## src/rtl/uart_seq_pkg.sv

```systemverilog
// Shared types and defaults for the UART command-sequence engine.
package uart_seq_pkg;

    localparam int DATA_WIDTH_DEF = 8;

    // Slowest bring-up link: one 11-bit frame plus margin, rounded to 2,000,000 cycles.
    localparam int CLK_FRE         = 50_000_000;
    localparam int BAUD_RATE       = 300;
    localparam int FRAME_CYC       = (CLK_FRE / BAUD_RATE) * 11;
    localparam int TIMEOUT_MARGIN  = 166_674;
    localparam int TIMEOUT_CYC_DEF = FRAME_CYC + TIMEOUT_MARGIN;

    typedef enum logic [2:0] {
        ST_IDLE      = 3'd0,
        ST_ISSUE     = 3'd1,
        ST_WAIT_ACC  = 3'd2,
        ST_WAIT_DONE = 3'd3,
        ST_GAP       = 3'd4
    } seq_state_t;

endpackage

```

## src/rtl/uart_seq_table.sv

```systemverilog
// Command byte table: synchronous write, asynchronous read, cleared on reset.
module uart_seq_table
    import uart_seq_pkg::*;
#(
    parameter int DATA_WIDTH = DATA_WIDTH_DEF,
    parameter int SEQ_DEPTH  = 16,
    parameter int ADDR_W     = $clog2(SEQ_DEPTH)
) (
    input  logic                  clk_sys,
    input  logic                  rst_n,
    input  logic                  we,
    input  logic [ADDR_W-1:0]     waddr,
    input  logic [DATA_WIDTH-1:0] wdata,
    input  logic [ADDR_W-1:0]     raddr,
    output logic [DATA_WIDTH-1:0] rdata
);

    logic [DATA_WIDTH-1:0] mem [SEQ_DEPTH];

    always_ff @(posedge clk_sys or negedge rst_n) begin
        if (!rst_n) begin
            for (int i = 0; i < SEQ_DEPTH; i++) begin
                mem[i] <= '0;
            end
        end else if (we) begin
            mem[waddr] <= wdata;
        end
    end

    assign rdata = mem[raddr];

endmodule

```

## src/rtl/uart_cmd_sequencer.sv

```systemverilog
// Replays a host-loaded byte table into a valid/ready UART transmitter,
// with optional looping, inter-byte gap, abort and per-byte timeout.
module uart_cmd_sequencer
    import uart_seq_pkg::*;
#(
    parameter int DATA_WIDTH  = DATA_WIDTH_DEF,
    parameter int SEQ_DEPTH   = 16,
    parameter int ADDR_W      = $clog2(SEQ_DEPTH),
    parameter int GAP_CYCLES  = 0,
    parameter int TIMEOUT_CYC = TIMEOUT_CYC_DEF
) (
    input  logic                  clk_sys,
    input  logic                  rst_n,
    input  logic                  i_cfg_we,
    input  logic [ADDR_W-1:0]     i_cfg_addr,
    input  logic [DATA_WIDTH-1:0] i_cfg_data,
    input  logic [ADDR_W:0]       i_seq_len,
    input  logic                  i_loop,
    input  logic                  i_start,
    input  logic                  i_abort,
    input  logic                  i_tx_ready,
    output logic [DATA_WIDTH-1:0] o_data_tx,
    output logic                  o_data_valid,
    output logic                  o_busy,
    output logic                  o_done,
    output logic                  o_err_timeout,
    output logic [ADDR_W-1:0]     o_byte_idx
);

    localparam int TW         = $clog2(TIMEOUT_CYC + 1);
    localparam int GW         = $clog2(GAP_CYCLES + 2);
    localparam int GAP_LAST_I = (GAP_CYCLES > 0) ? GAP_CYCLES - 1 : 0;

    localparam logic [ADDR_W:0] DEPTH_L  = SEQ_DEPTH[ADDR_W:0];
    localparam logic [TW-1:0]   TOUT_L   = TIMEOUT_CYC[TW-1:0];
    localparam logic [GW-1:0]   GAP_LAST = GAP_LAST_I[GW-1:0];

    seq_state_t state_q, state_d;

    logic [ADDR_W-1:0]     idx_q, idx_d;
    logic [ADDR_W:0]       len_q, len_d;
    logic                  loop_q, loop_d;
    logic [GW-1:0]         gap_q, gap_d;
    logic [TW-1:0]         tout_q, tout_d;
    logic                  ready_prev_q;
    logic [DATA_WIDTH-1:0] data_tx_q, data_tx_d;
    logic                  valid_q, valid_d;
    logic                  busy_q, busy_d;
    logic                  done_q, done_d;
    logic                  err_q, err_d;
    logic [ADDR_W-1:0]     byte_idx_q, byte_idx_d;
    logic [DATA_WIDTH-1:0] rd_data;
    logic                  ready_rise;
    logic                  advance;

    uart_seq_table #(
        .DATA_WIDTH (DATA_WIDTH),
        .SEQ_DEPTH  (SEQ_DEPTH),
        .ADDR_W     (ADDR_W)
    ) u_table (
        .clk_sys (clk_sys),
        .rst_n   (rst_n),
        .we      (i_cfg_we && (state_q == ST_IDLE)),
        .waddr   (i_cfg_addr),
        .wdata   (i_cfg_data),
        .raddr   (idx_q),
        .rdata   (rd_data)
    );

    assign ready_rise = i_tx_ready && !ready_prev_q;

    always_ff @(posedge clk_sys or negedge rst_n) begin
        if (!rst_n) begin
            state_q <= ST_IDLE;
        end else begin
            state_q <= state_d;
        end
    end

    // Abort is applied last so it overrides any advance, done or timeout in the same cycle.
    always_comb begin
        state_d    = state_q;
        idx_d      = idx_q;
        len_d      = len_q;
        loop_d     = loop_q;
        gap_d      = gap_q;
        tout_d     = tout_q;
        data_tx_d  = data_tx_q;
        valid_d    = 1'b0;
        busy_d     = busy_q;
        done_d     = 1'b0;
        err_d      = err_q;
        byte_idx_d = byte_idx_q;
        advance    = 1'b0;

        case (state_q)
            ST_IDLE: begin
                if (i_start) begin
                    if (i_seq_len == '0) begin
                        done_d = 1'b1;
                    end else begin
                        len_d   = (i_seq_len > DEPTH_L) ? DEPTH_L : i_seq_len;
                        loop_d  = i_loop;
                        idx_d   = '0;
                        err_d   = 1'b0;
                        busy_d  = 1'b1;
                        state_d = ST_ISSUE;
                    end
                end
            end
            ST_ISSUE: begin
                if (i_tx_ready) begin
                    data_tx_d  = rd_data;
                    valid_d    = 1'b1;
                    byte_idx_d = idx_q;
                    tout_d     = '0;
                    state_d    = ST_WAIT_ACC;
                end
            end
            ST_WAIT_ACC, ST_WAIT_DONE: begin
                tout_d = tout_q + 1'b1;
                if (state_q == ST_WAIT_ACC && !i_tx_ready) begin
                    state_d = ST_WAIT_DONE;
                end else if (state_q == ST_WAIT_DONE && ready_rise) begin
                    if (GAP_CYCLES > 0) begin
                        gap_d   = '0;
                        state_d = ST_GAP;
                    end else begin
                        advance = 1'b1;
                    end
                end else if (tout_d == TOUT_L) begin
                    err_d   = 1'b1;
                    busy_d  = 1'b0;
                    state_d = ST_IDLE;
                end
            end
            ST_GAP: begin
                gap_d = gap_q + 1'b1;
                if (gap_q == GAP_LAST) begin
                    advance = 1'b1;
                end
            end
            default: state_d = ST_IDLE;
        endcase

        if (advance) begin
            if ({1'b0, idx_q} != len_q - 1'b1) begin
                idx_d   = idx_q + 1'b1;
                state_d = ST_ISSUE;
            end else if (loop_q) begin
                idx_d   = '0;
                state_d = ST_ISSUE;
            end else begin
                done_d  = 1'b1;
                busy_d  = 1'b0;
                state_d = ST_IDLE;
            end
        end

        if (i_abort && state_q != ST_IDLE) begin
            state_d    = ST_IDLE;
            busy_d     = 1'b0;
            valid_d    = 1'b0;
            done_d     = 1'b0;
            err_d      = err_q;
            data_tx_d  = data_tx_q;
            byte_idx_d = byte_idx_q;
        end
    end

    always_ff @(posedge clk_sys or negedge rst_n) begin
        if (!rst_n) begin
            idx_q        <= '0;
            len_q        <= '0;
            loop_q       <= 1'b0;
            gap_q        <= '0;
            tout_q       <= '0;
            ready_prev_q <= 1'b1;
            data_tx_q    <= '0;
            valid_q      <= 1'b0;
            busy_q       <= 1'b0;
            done_q       <= 1'b0;
            err_q        <= 1'b0;
            byte_idx_q   <= '0;
        end else begin
            idx_q        <= idx_d;
            len_q        <= len_d;
            loop_q       <= loop_d;
            gap_q        <= gap_d;
            tout_q       <= tout_d;
            ready_prev_q <= i_tx_ready;
            data_tx_q    <= data_tx_d;
            valid_q      <= valid_d;
            busy_q       <= busy_d;
            done_q       <= done_d;
            err_q        <= err_d;
            byte_idx_q   <= byte_idx_d;
        end
    end

    assign o_data_tx     = data_tx_q;
    assign o_data_valid  = valid_q;
    assign o_busy        = busy_q;
    assign o_done        = done_q;
    assign o_err_timeout = err_q;
    assign o_byte_idx    = byte_idx_q;

endmodule
```

## config.mk

```make
export PLATFORM = sky130hd
export DESIGN_NAME = uart_cmd_sequencer
export DESIGN_NICKNAME = d
export VERILOG_FILES = /design/src/rtl/uart_seq_pkg.sv /design/src/rtl/uart_seq_table.sv /design/src/rtl/uart_cmd_sequencer.sv
export SDC_FILE = /design/constraint.sdc
export NUM_CORES = 1
export LEC_CHECK = 0
export CAP_MARGIN = 20
export CORE_ASPECT_RATIO = 0.6
export CORE_UTILIZATION = 52
export CTS_CLUSTER_DIAMETER = 80
export DETAILED_ROUTE_END_ITERATION = 8
export HOLD_SLACK_MARGIN = 0.1
export PLACE_DENSITY = 0.78
export SLEW_MARGIN = 15
export SYNTH_ARGS = -nofsm -noshare
export SYNTH_HDL_FRONTEND = slang
export SYNTH_SLANG_ARGS = --single-unit
```

## constraint.sdc

```tcl
create_clock -name clk_sys -period 7.1 [get_ports clk_sys]
set_input_delay 0.71 -clock clk_sys [delete_from_list [all_inputs] [get_ports clk_sys]]
set_output_delay 0.71 -clock clk_sys [all_outputs]
set_load 0.01 [all_outputs]
```

==> results.md, run 1 <==
* Row count at 35
* Mux cell area share after synthesis at 0.295
* Total GRT Usage at 0.249
* HP Class: input pin to async pin
* Die ar. at 17000 µm²
* Detailed placement HPWL at 12.9 mm
* Total global routing overflow at 0
* Placer Congestion at 0.857
* Maximum vdd drop at 0.213 mV
* Worst slew margin at 0.300
* Initial DRC count at 493
* Pint at 2590 µW
* Post-Syn Area at 8570 µm²
* Syn_nets at 666
* Post-synthesis adder-cell area fraction at 0.00584
* Clock tree buffer depth at 2
* Slew @ Worst Pin at 1.05 ns
* Share of async-settable or async-resettable flops after synthesis at 1.00
* Post-Synth Simple-Gate Area at 0.0871
* Worst Reg-to-Reg Cells at 7
* Synth top area share at 0.517
* Maxcap violations at 0
* Placed inst area at 9110 µm²
* # DRC at 0
* Most common cell in the netlist: dfrtp_1
* Fin. Hold Viols at 0
* Clock transition at the registers of the reported paths at 0.07 ns
* Sw frac at 0.289
* RSZ-0062 raised after global routing: false
* RR Startpoint: tout_q[0]$_DFFE_PN0P_
* Wire length per cell at 22.2 µm
* Crit path required time at 7.40 ns
* Drt total wl at 19.5 mm
* Post-synth top area cell: dfrtp_1
* Layout cells sized above 1 at 0.345
* Post-synth EDFFs at 0
* CTS Buf Count at 17
* CTS Sinks at 178
* Critical path arrival at 3.16 ns
* Synth Area in XOR/XNOR at 0.0266
* Part of the power in the clock network at 0.269
* Worst R2R End: o_busy$_DFF_PN0_
* Fin nets at 690
* Port Buffers at 39
* CTS tree: yes
* Post-Synthesis Cells at 638
* P per Cell Area at 375 nW/µm²
* H-tree depth at 4
* Synth Area per Inst at 13.4 µm²
* Largest family of logic cells by synthesized area: multiplexers
* IO Pins at 40
* Setup CP Type: flop to flop
* Sequential cell area fraction in the yosys report at 0.520
* Setup tns final at 0 ns
* Number of distinct library cells after synthesis at 47
* Final Setup Violations at 0
* Ant diodes at 0
* Die width at 168 µm
* GRT busiest layer: met1
* Initial Utilization at 0.545
* Clock latency at the later pin of the worst-skew pair at 0.43 ns
* Hold slack at 0.258 ns
* Clock root buffer: clkbuf_16
* Compound-Gate Fraction of Synth Area at 0.0449
* FF+latch count, synth at 178
* Main synth FF type: dfrtp_1
* Vias in the first global route at 5511
* GR Layer Usage met3 at 0.0477
* Core Footprint at 15700 µm²
* Max Slew Vio Count at 0
* CP Capture Type: flop
* Synth cell count leaders: dfrtp_1 (177), mux2_2 (145), nand2_1 (53)
* Layout area overhead at 13.4%
* Initial antenna violation count at 1
* Outcome: complete, no violations
* Core Util, Final at 0.618
* First-pass GRT wire length at 31.4 mm
* Flop pwr share at 0.457
* R2R Setup Slk at 4.24 ns
* Largest net degree at the start of global routing at 69
* Net Sw Power at 1050 µW
* Vias/cell at 6.28
* Leak pwr at 0.00413 µW
* Drt first pass iters at 5
* Period minus WS final at 2.86 ns
* Worst Skew at 0.0156 ns
* Die Y-Extent at 101 µm
* GR Layer Usage met2 at 0.370
* Crit-path max FO at 6
* CTS Hold Bufs at 0
* Achievable clock frequency at 0.349 GHz
* Combinational Power Share at 0.275
* Number of setup buffers added after CTS at 0
* Routed vias at 5517
* Setup crit start kind: flop
* Top post-synthesis cells by area: dfrtp_1 (52%), mux2_2 (19%), mux4_2 (11%)
* CTS resizes at 0
* Post-route antenna net violation count at 0
* Met1 Resource Use GR at 0.373
* Period utilization at 0.403
* Finished Cell Area at 9720 µm²
* Synth warn at 0
[layout by cell type, fill, tap and decap left out, drive strengths merged, types with 5 or more instances in the layout]
cell           Yosys  routed
nor2              19      19
nand2             54      54
o21ai             31      31
xor2              10      10
clkdlybuf4s50      0      38
xnor2             16      16
buf               11       6
a21oi              5       5
and4               5       5
clkbuf            28      19
mux2             145     145
inv                4      10
nor2b              5       5
dfrtp            177     177
a22o               7       7
nand4              7       7
mux4              40      40
or3                5       5
nand3             11      11
nor3              12      12
nand2b            11      11
[power by group through the flow]
stage	Combinational, µW	Clock [µW]	Sequential [µW]
final	1000	980	1660
after global routing	1080	1040	1710
after CTS	1010	992	1660
after detailed placement	1000	0	1670
after global placement	956	0	1640
after floorplan	747	0	1580
[critical path, stage by stage, from the launching register on]
cell	delay, ns
dfrtp_1	0.42
ha_1	0.30
nand4_1	0.22
nor3_1	0.57
nor2b_1	0.10
or3_1	0.40
a2111oi_2	0.57
a21oi_1	0.14
[per-layer routing]
layer | up-vias | share of wire | wire length [µm]
li1 | 2398 | - | -
met1 | 2917 | 0.49 | 9540
met2 | 173 | 0.45 | 8760
met3 | 29 | 0.048 | 941
met4 | 0 | 0.014 | 279
met5 | - | 0 | 0
[layout make-up]
class,count,area (µm²)
sequential,178,4460
multi-input combinational,417,3960
clock inverter,13,169
timing repair buffer,44,429
inverter,4,15.0
tap,203,254
fill,1133,6000
clock buffer,19,443
[kinds of logic (layout without fill, tap and decap cells)]
family          Yosys count  count (layout)
flops                   178             178
buf+inv                  43              80
xor+xnor                 26              26
fa+ha+maj                 4               4
mux                     185             185
compound gates           60              60
simple gates            142             142
[stage by stage]
stage | total power (µW) | cells | worst slack (ns)
3_5_place_dp | 2670 | 846 | 4.08
5_1_grt | 3820 | 878 | 4.06
2_1_floorplan | 2320 | 638 | 4.83
6_report | 3640 | 878 | 4.24
4_1_cts | 3660 | 878 | 4.29
3_3_place_gp | 2590 | 846 | 4.09
[state kept, by name, summed over array words and instances, names as in the netlist]
name / cells
o_data_valid: 1
o_data_tx: 8
u_table.mem: 128
loop_q: 1
o_byte_idx: 4
ready_prev_q: 1
state_q: 2
tout_q: 21
idx_q: 4
o_err_timeout: 1
o_busy: 1
len_q: 5
o_done: 1
[worst max-delay path by stage]
stage / startpoint / end / cells after the start
after detailed placement: i_cfg_we / u_table.mem[57]$_DFFE_PN0P_ / 5
after global placement: i_cfg_we / u_table.mem[60]$_DFFE_PN0P_ / 5
after CTS: state_q[1]$_DFFE_PN0P_ / u_table.mem[59]$_DFFE_PN0P_ / 5
after global routing: tout_q[0]$_DFFE_PN0P_ / o_err_timeout$_DFFE_PN0P_ / 8
final: tout_q[0]$_DFFE_PN0P_ / o_busy$_DFF_PN0_ / 7
after floorplan: tout_q[6]$_DFFE_PN0P_ / o_busy$_DFF_PN0_ / 8
No activity file was read; power rests on OpenSTA's default activity.
==> inputs of run 2 (changes only) <==
- clock period: 7.1 -> 2.8 ns (I/O delays scaled with it)
==> run 2 against run 1 <==
Maximum frequency grew 9.4%. Via count down 0.44%. Clock-buffer cell count down 1. Critical path depth is the same. Power increased to 2.5 times the previous value. Sequential cell count unchanged. Clock power up 150%. Hold slack gained 0.17 ns. Core utilization rose by 1.3 points. Non-clock buffer count rose by 23.
==> results.md, run 2 (same netlist as run 1, synthesis figures left out) <==
* Total global routing overflow at 0 (unchanged)
* IO Pins at 40 (unchanged)
* Initial DRC count at 488 (was 493)
* Part of the power in the clock network at 0.266 (was 0.269)
* Max Slew Vio Count at 0 (unchanged)
* RR Startpoint: tout_q[2]$_DFFE_PN0P_ (was tout_q[0]$_DFFE_PN0P_)
* Achievable clock frequency at 0.382 GHz (was 0.349 GHz)
* R2R Setup Slk at 0.18 ns (was 4.24 ns)
* Setup crit start kind: flop (unchanged)
* CTS tree: yes (unchanged)
* RSZ-0062 raised after global routing: false (unchanged)
* Die width at 168 µm (unchanged)
* # DRC at 0 (unchanged)
* Initial Utilization at 0.545 (unchanged)
* Worst Skew at 0.0164 ns (was 0.0156 ns)
* Ant diodes at 0 (unchanged)
* P per Cell Area at 922 nW/µm² (was 375 nW/µm²)
* Pint at 6510 µW (was 2590 µW)
* Clock root buffer: clkbuf_16 (unchanged)
* Setup CP Type: flop to flop (unchanged)
* Critical path arrival at 2.98 ns (was 3.16 ns)
* H-tree depth at 4 (unchanged)
* Crit path required time at 3.17 ns (was 7.40 ns)
* Sw frac at 0.289 (about the same)
* Crit-path max FO at 9 (was 6)
* Net Sw Power at 2640 µW (was 1050 µW)
* Start point of the critical path: tout_q[2]$_DFFE_PN0P_ (was tout_q[0]$_DFFE_PN0P_)
* HP Class: input pin to flop (was input pin to async pin)
* Vias/cell at 6.10 (was 6.28)
* Drt total wl at 19.7 mm (was 19.5 mm)
* Layout cells sized above 1 at 0.368 (was 0.345)
* Row count at 35 (unchanged)
* Max reg flops at 128 (unchanged)
* Layout area overhead at 15.8% (was 13.4%)
* Maximum vdd drop at 0.473 mV (was 0.213 mV)
* CTS Buf Count at 17 (unchanged)
* Initial antenna violation count at 0 (was 1)
* CP Capture Type: flop (unchanged)
* Post-route antenna net violation count at 0 (unchanged)
* Clock transition at the registers of the reported paths at 0.07 ns (about the same)
* Setup ws final at 0.185 ns (was 4.24 ns)
* Maxcap violations at 0 (unchanged)
* Routed vias at 5493 (was 5517)
* Drt first pass iters at 5 (unchanged)
* Core Footprint at 15700 µm² (unchanged)
* Wire length per cell at 21.8 µm (was 22.2 µm)
* Outcome: complete, no violations (unchanged)
* Total GRT Usage at 0.248 (was 0.249)
* Fin nets at 713 (was 690)
* CTS Sinks at 178 (unchanged)
* Die ar. at 17000 µm² (unchanged)
* Most flop-heavy register: u_table.mem (unchanged)
* Flop pwr share at 0.453 (was 0.457)
* Period minus WS final at 2.62 ns (was 2.86 ns)
* Largest net degree at the start of global routing at 77 (was 69)
* Total chip power at 9150 µW (was 3640 µW)
* Port Buffers at 39 (unchanged)
* Clock latency at the later pin of the worst-skew pair at 0.43 ns (about the same)
* Worst slew margin at 0.427 (was 0.300)
* Most frequent cells in the layout: dfrtp_1 (176), mux2_2 (145), nand2_1 (53) (unchanged)
* Critical Path End: o_err_timeout$_DFFE_PN0P_ (was o_busy$_DFF_PN0_)
* Worst Reg-to-Reg Cells at 7 (unchanged)
* Setup tns final at 0 ns (unchanged)
* Worst R2R End: o_err_timeout$_DFFE_PN0P_ (was o_busy$_DFF_PN0_)
* Worst slack, placed at 0.163 ns (was 4.08 ns)
* Core Util, Final at 0.631 (was 0.618)
* Leak pwr at 0.00425 µW (was 0.00413 µW)
* Fin. Hold Viols at 0 (unchanged)
* Final Setup Violations at 0 (unchanged)
* Placer Congestion at 0.879 (was 0.857)
* Clock tree buffer depth at 2 (unchanged)
* Period utilization at 0.934 (was 0.403)
* First-pass GRT wire length at 31.3 mm (was 31.4 mm)
* Slew @ Worst Pin at 0.860 ns (was 1.05 ns)
* Combinational Power Share at 0.280 (was 0.275)
* Die Y-Extent at 101 µm (unchanged)
* Detailed placement HPWL at 13.2 mm (was 12.9 mm)
* Vias in the first global route at 5512 (was 5511)
* Most common cell after layout, fill and taps aside: dfrtp_1 (unchanged)
-- run 2: cell count changes in the layout (fill, tap and decap cells not counted), sizes merged --
cell / previous run / this run
buf: 6 / 28
bufinv: 3 / 2
clkbuf: 19 / 18
clkinv: 3 / 4
dlygate4sd3: 0 / 1
inv: 10 / 11
-- run 2: layer usage --
metal	up-vias	share of wire	global-route usage	wire, µm
met5	-	0	0	0
met4	0	0.0068	0.0550	133
met3	14	0.052	0.0512	1030
met2	168	0.47	0.375	9160
met1	2855	0.48	0.372	9370
li1	2456	-	-	-
-- run 2: stage by stage --
stage | cell area (µm²) | std cells | hold WS [ns]
2_1_floorplan | 8570 | 638 | -0.0156
3_3_place_gp | 9300 | 867 | 0.346
3_5_place_dp | 9300 | 867 | 0.356
4_1_cts | 9910 | 900 | 0.403
5_1_grt | 9930 | 901 | 0.432
6_report | 9930 | 901 | 0.424
-- run 2: area by class of cell --
class / count / area, µm²
Fill cell: 1120 / 5800
Sequential cell: 178 / 4460
Multi-Input combinational cell: 417 / 3960
Timing Repair Buffer: 67 / 642
Clock buffer: 18 / 429
Tap cell: 203 / 254
Clock inverter: 14 / 170
Inverter: 4 / 15.0
-- run 2: power by group through the flow --
stage | sequential, µW | clock, µW | combinational, µW
after floorplan | 4000 | 0 | 1890
after global placement | 4080 | 0 | 2440
after detailed placement | 4190 | 0 | 2560
after CTS | 4140 | 2470 | 2590
after global routing | 4270 | 2590 | 2770
final | 4150 | 2440 | 2560
-- run 2: what timing repair did --
action | 4_1_cts | 5_1_grt
setup endpoints to repair | 0 | 4
hold endpoints to repair | 73 | 0
gates resized for setup | 0 | 2
hold buffers | 1 | 0
buffers inserted | 0 | 1
-- run 2: critical path, cell delays in order, from the launching register on --
cell and delay [ns]:
dfrtp_1 0.49, nand3_1 0.29, nor4_4 0.50, nand2_2 0.08, xor2_1 0.17, or3_1 0.40
a2111oi_2 0.44, a22o_1 0.19
-- run 2: worst min path at each step --
stage                     startpoint                     endpoint  slack, ns  cells after the start
final                     i_tx_ready       ready_prev_q$_DFF_PN1_       0.42                      1
after global routing      i_tx_ready       ready_prev_q$_DFF_PN1_       0.43                      1
after CTS                 i_tx_ready       ready_prev_q$_DFF_PN1_       0.40                      1
after detailed placement       rst_n  u_table.mem[47]$_DFFE_PN0P_       0.36                      1
after global placement         rst_n  u_table.mem[39]$_DFFE_PN0P_       0.35                      1
after floorplan                rst_n           idx_q[0]$_DFF_PN0_      -0.02                      0
==> inputs of run 3 (changes only) <==
- REMOVE_ABC_BUFFERS: not set -> 1
==> run 3 against run 2 <==
First-iteration DRC count decreased by 0.20%. Global-route usage increased by 1.1 points. Final area decreased by 0.55%. Die area did not move. Largest power group unchanged.
==> results.md, run 3 (same netlist as run 1, synthesis figures left out) <==
* Clock latency at the later pin of the worst-skew pair at 0.43 ns (about the same)
* Routed vias at 5603 (was 5493)
* RSZ-0062 raised after global routing: false (unchanged)
* Worst slew margin at 0.509 (was 0.427)
* Wire length per cell at 22.6 µm (was 21.8 µm)
* HP Class: input pin to async pin (was input pin to flop)
* Most flop-heavy register: u_table.mem (unchanged)
* Period minus WS final at 2.61 ns (was 2.62 ns)
* Period utilization at 0.930 (was 0.934)
* Total GRT Usage at 0.259 (was 0.248)
* Buffer and inverter count on the worst path at 0 (unchanged)
* Outcome: complete, no violations (unchanged)
* Leak pwr at 0.00422 µW (was 0.00425 µW)
* Die ar. at 17000 µm² (unchanged)
* Final Setup Violations at 0 (unchanged)
* First-pass GRT wire length at 32.6 mm (was 31.3 mm)
* Port Buffers at 39 (unchanged)
* Core Util, Final at 0.628 (was 0.631)
* P per Cell Area at 933 nW/µm² (was 922 nW/µm²)
* Critical-path top delay cell: a221oi_1 (was nor4_4)
* Drt total wl at 20.2 mm (was 19.7 mm)
* Flop pwr share at 0.456 (was 0.453)
* CP Capture Type: flop (unchanged)
* Total global routing overflow at 0 (unchanged)
* Post-route antenna net violation count at 0 (unchanged)
* Clock transition at the registers of the reported paths at 0.07 ns (about the same)
* Layout area overhead at 15.1% (was 15.8%)
* Layout cells sized above 1 at 0.363 (was 0.368)
* Most common cell after layout, fill and taps aside: dfrtp_1 (unchanged)
* Fin nets at 708 (was 713)
* Setup crit start kind: flop (unchanged)
* Slew @ Worst Pin at 0.737 ns (was 0.860 ns)
* Crit-path max FO at 9 (unchanged)
* Critical-path cell list: nand3_1 -> nor3_1 -> nand2b_1 -> a221oi_1 -> nand4_1 -> a2111oi_2 -> a21oi_1 (was nand3_1 -> nor4_4 -> nand2_2 -> xor2_1 -> or3_1 -> a2111oi_2 -> a22o_1)
* Core Footprint at 15700 µm² (unchanged)
* Clock root buffer: clkbuf_16 (unchanged)
* Die Y-Extent at 101 µm (unchanged)
* Drt first pass iters at 4 (was 5)
* H-tree depth at 4 (unchanged)
* Most frequent cells in the layout: dfrtp_1 (176), mux2_2 (145), nand2_1 (53) (unchanged)
* Clock tree buffer depth at 2 (unchanged)
* Number of setup buffers added after CTS at 0 (unchanged)
* Hold slack at 0.426 ns (was 0.424 ns)
* Critical path arrival at 2.91 ns (was 2.98 ns)
* CTS Sinks at 178 (unchanged)
* # DRC at 0 (unchanged)
* IO Pins at 40 (unchanged)
* Vias/cell at 6.26 (was 6.10)
* Fin. Hold Viols at 0 (unchanged)
* Worst Skew at 0.0125 ns (was 0.0164 ns)
* Initial Utilization at 0.545 (unchanged)
* Row count at 35 (unchanged)
* Crit path max-delay family: simple AND/OR/NAND/NOR gates (unchanged)
* Net Sw Power at 2770 µW (was 2640 µW)
* Detailed placement HPWL at 13.7 mm (was 13.2 mm)
* Max reg flops at 128 (unchanged)
* Vias in the first global route at 5803 (was 5512)
* Max Slew Vio Count at 0 (unchanged)
* CTS tree: yes (unchanged)
* Crit path required time at 3.10 ns (was 3.17 ns)
* Maxcap violations at 0 (unchanged)
* Initial DRC count at 487 (was 488)
* Ant diodes at 0 (unchanged)
* Sw frac at 0.300 (was 0.289)
* Initial antenna violation count at 0 (unchanged)
* Largest net degree at the start of global routing at 68 (was 77)
* Part of the power in the clock network at 0.253 (was 0.266)
* Combinational Power Share at 0.291 (was 0.280)
* Achievable clock frequency at 0.384 GHz (was 0.382 GHz)
* Placer Congestion at 0.888 (was 0.879)
* Maximum vdd drop at 0.449 mV (was 0.473 mV)
* Max stage delay on crit path at 0.50 ns (about the same)
* Setup CP Type: flop to flop (unchanged)
* CTS Buf Count at 17 (unchanged)
* Die width at 168 µm (unchanged)
* Pint at 6440 µW (was 6510 µW)
==> run 3: layout make-up <==
cell class / instances / area, µm²
Clock buffer: 17 / 425
Sequential cell: 178 / 4460
Tap cell: 203 / 254
Timing Repair Buffer: 62 / 617
Clock inverter: 14 / 149
Inverter: 4 / 15.0
Multi-Input combinational cell: 417 / 3950
Fill cell: 1128 / 5850
==> run 3: what timing repair did <==
action | CTS | global route
hold buffers | 1 | 0
setup endpoints to repair | 0 | 2
resized for setup | 0 | 1
endpoints found under the hold margin | 57 | 0
==> run 3: worst reg2reg max path: stages (launching register included) <==
cell and delay [ns]:
dfrtp_1 0.49, nand3_1 0.28, nor3_1 0.44, nand2b_1 0.13, a221oi_1 0.50, nand4_1 0.18, a2111oi_2 0.34, a21oi_1 0.13
==> run 3: power groups by stage <==
| stage | combinational, µW | sequential [µW] | clock, µW |
|---|---|---|---|
| 2_1_floorplan | 1750 | 4090 | 0 |
| 3_3_place_gp | 2530 | 4100 | 0 |
| 3_5_place_dp | 2670 | 4220 | 0 |
| 4_1_cts | 2690 | 4180 | 2370 |
| 5_1_grt | 2880 | 4320 | 2490 |
| 6_report | 2680 | 4200 | 2330 |
==> run 3: metrics by stage <==
step                      setup WS [ns]  TNS [ns]  total power (µW)  area, µm²  std cells
after global placement            0.329         0              6630       9280        863
after CTS                         0.162         0              9240       9870        895
final                             0.195         0              9210       9870        895
after detailed placement          0.170         0              6890       9280        863
after global routing             0.0448         0              9690       9870        895
after floorplan                  -0.149     -1.20              5840       8410        599
==> run 3: final timing paths <==
kind,startpoint,to,slack (ns),cells after the start
setup / recovery,tout_q[2]$_DFFE_PN0P_,o_busy$_DFF_PN0_,0.19,7
hold / removal,rst_n,u_table.mem[10]$_DFFE_PN0P_,0.43,2
setup reg to reg,tout_q[2]$_DFFE_PN0P_,o_busy$_DFF_PN0_,0.19,7
hold reg to reg,u_table.mem[106]$_DFFE_PN0P_,u_table.mem[106]$_DFFE_PN0P_,0.50,1
max in group asynchronous,rst_n,u_table.mem[98]$_DFFE_PN0P_,1.54,3
min in group clk_sys,i_seq_len[1],len_q[1]$_DFFE_PN0P_,0.45,3
==> run 3: routing by layer <==
layer	GRT usage	vias to the layer above	routed length, µm
li1	-	2426	-
met1	0.370	2940	9370
met2	0.404	212	9310
met3	0.0567	25	1270
met4	0.0762	0	270
met5	0	-	0
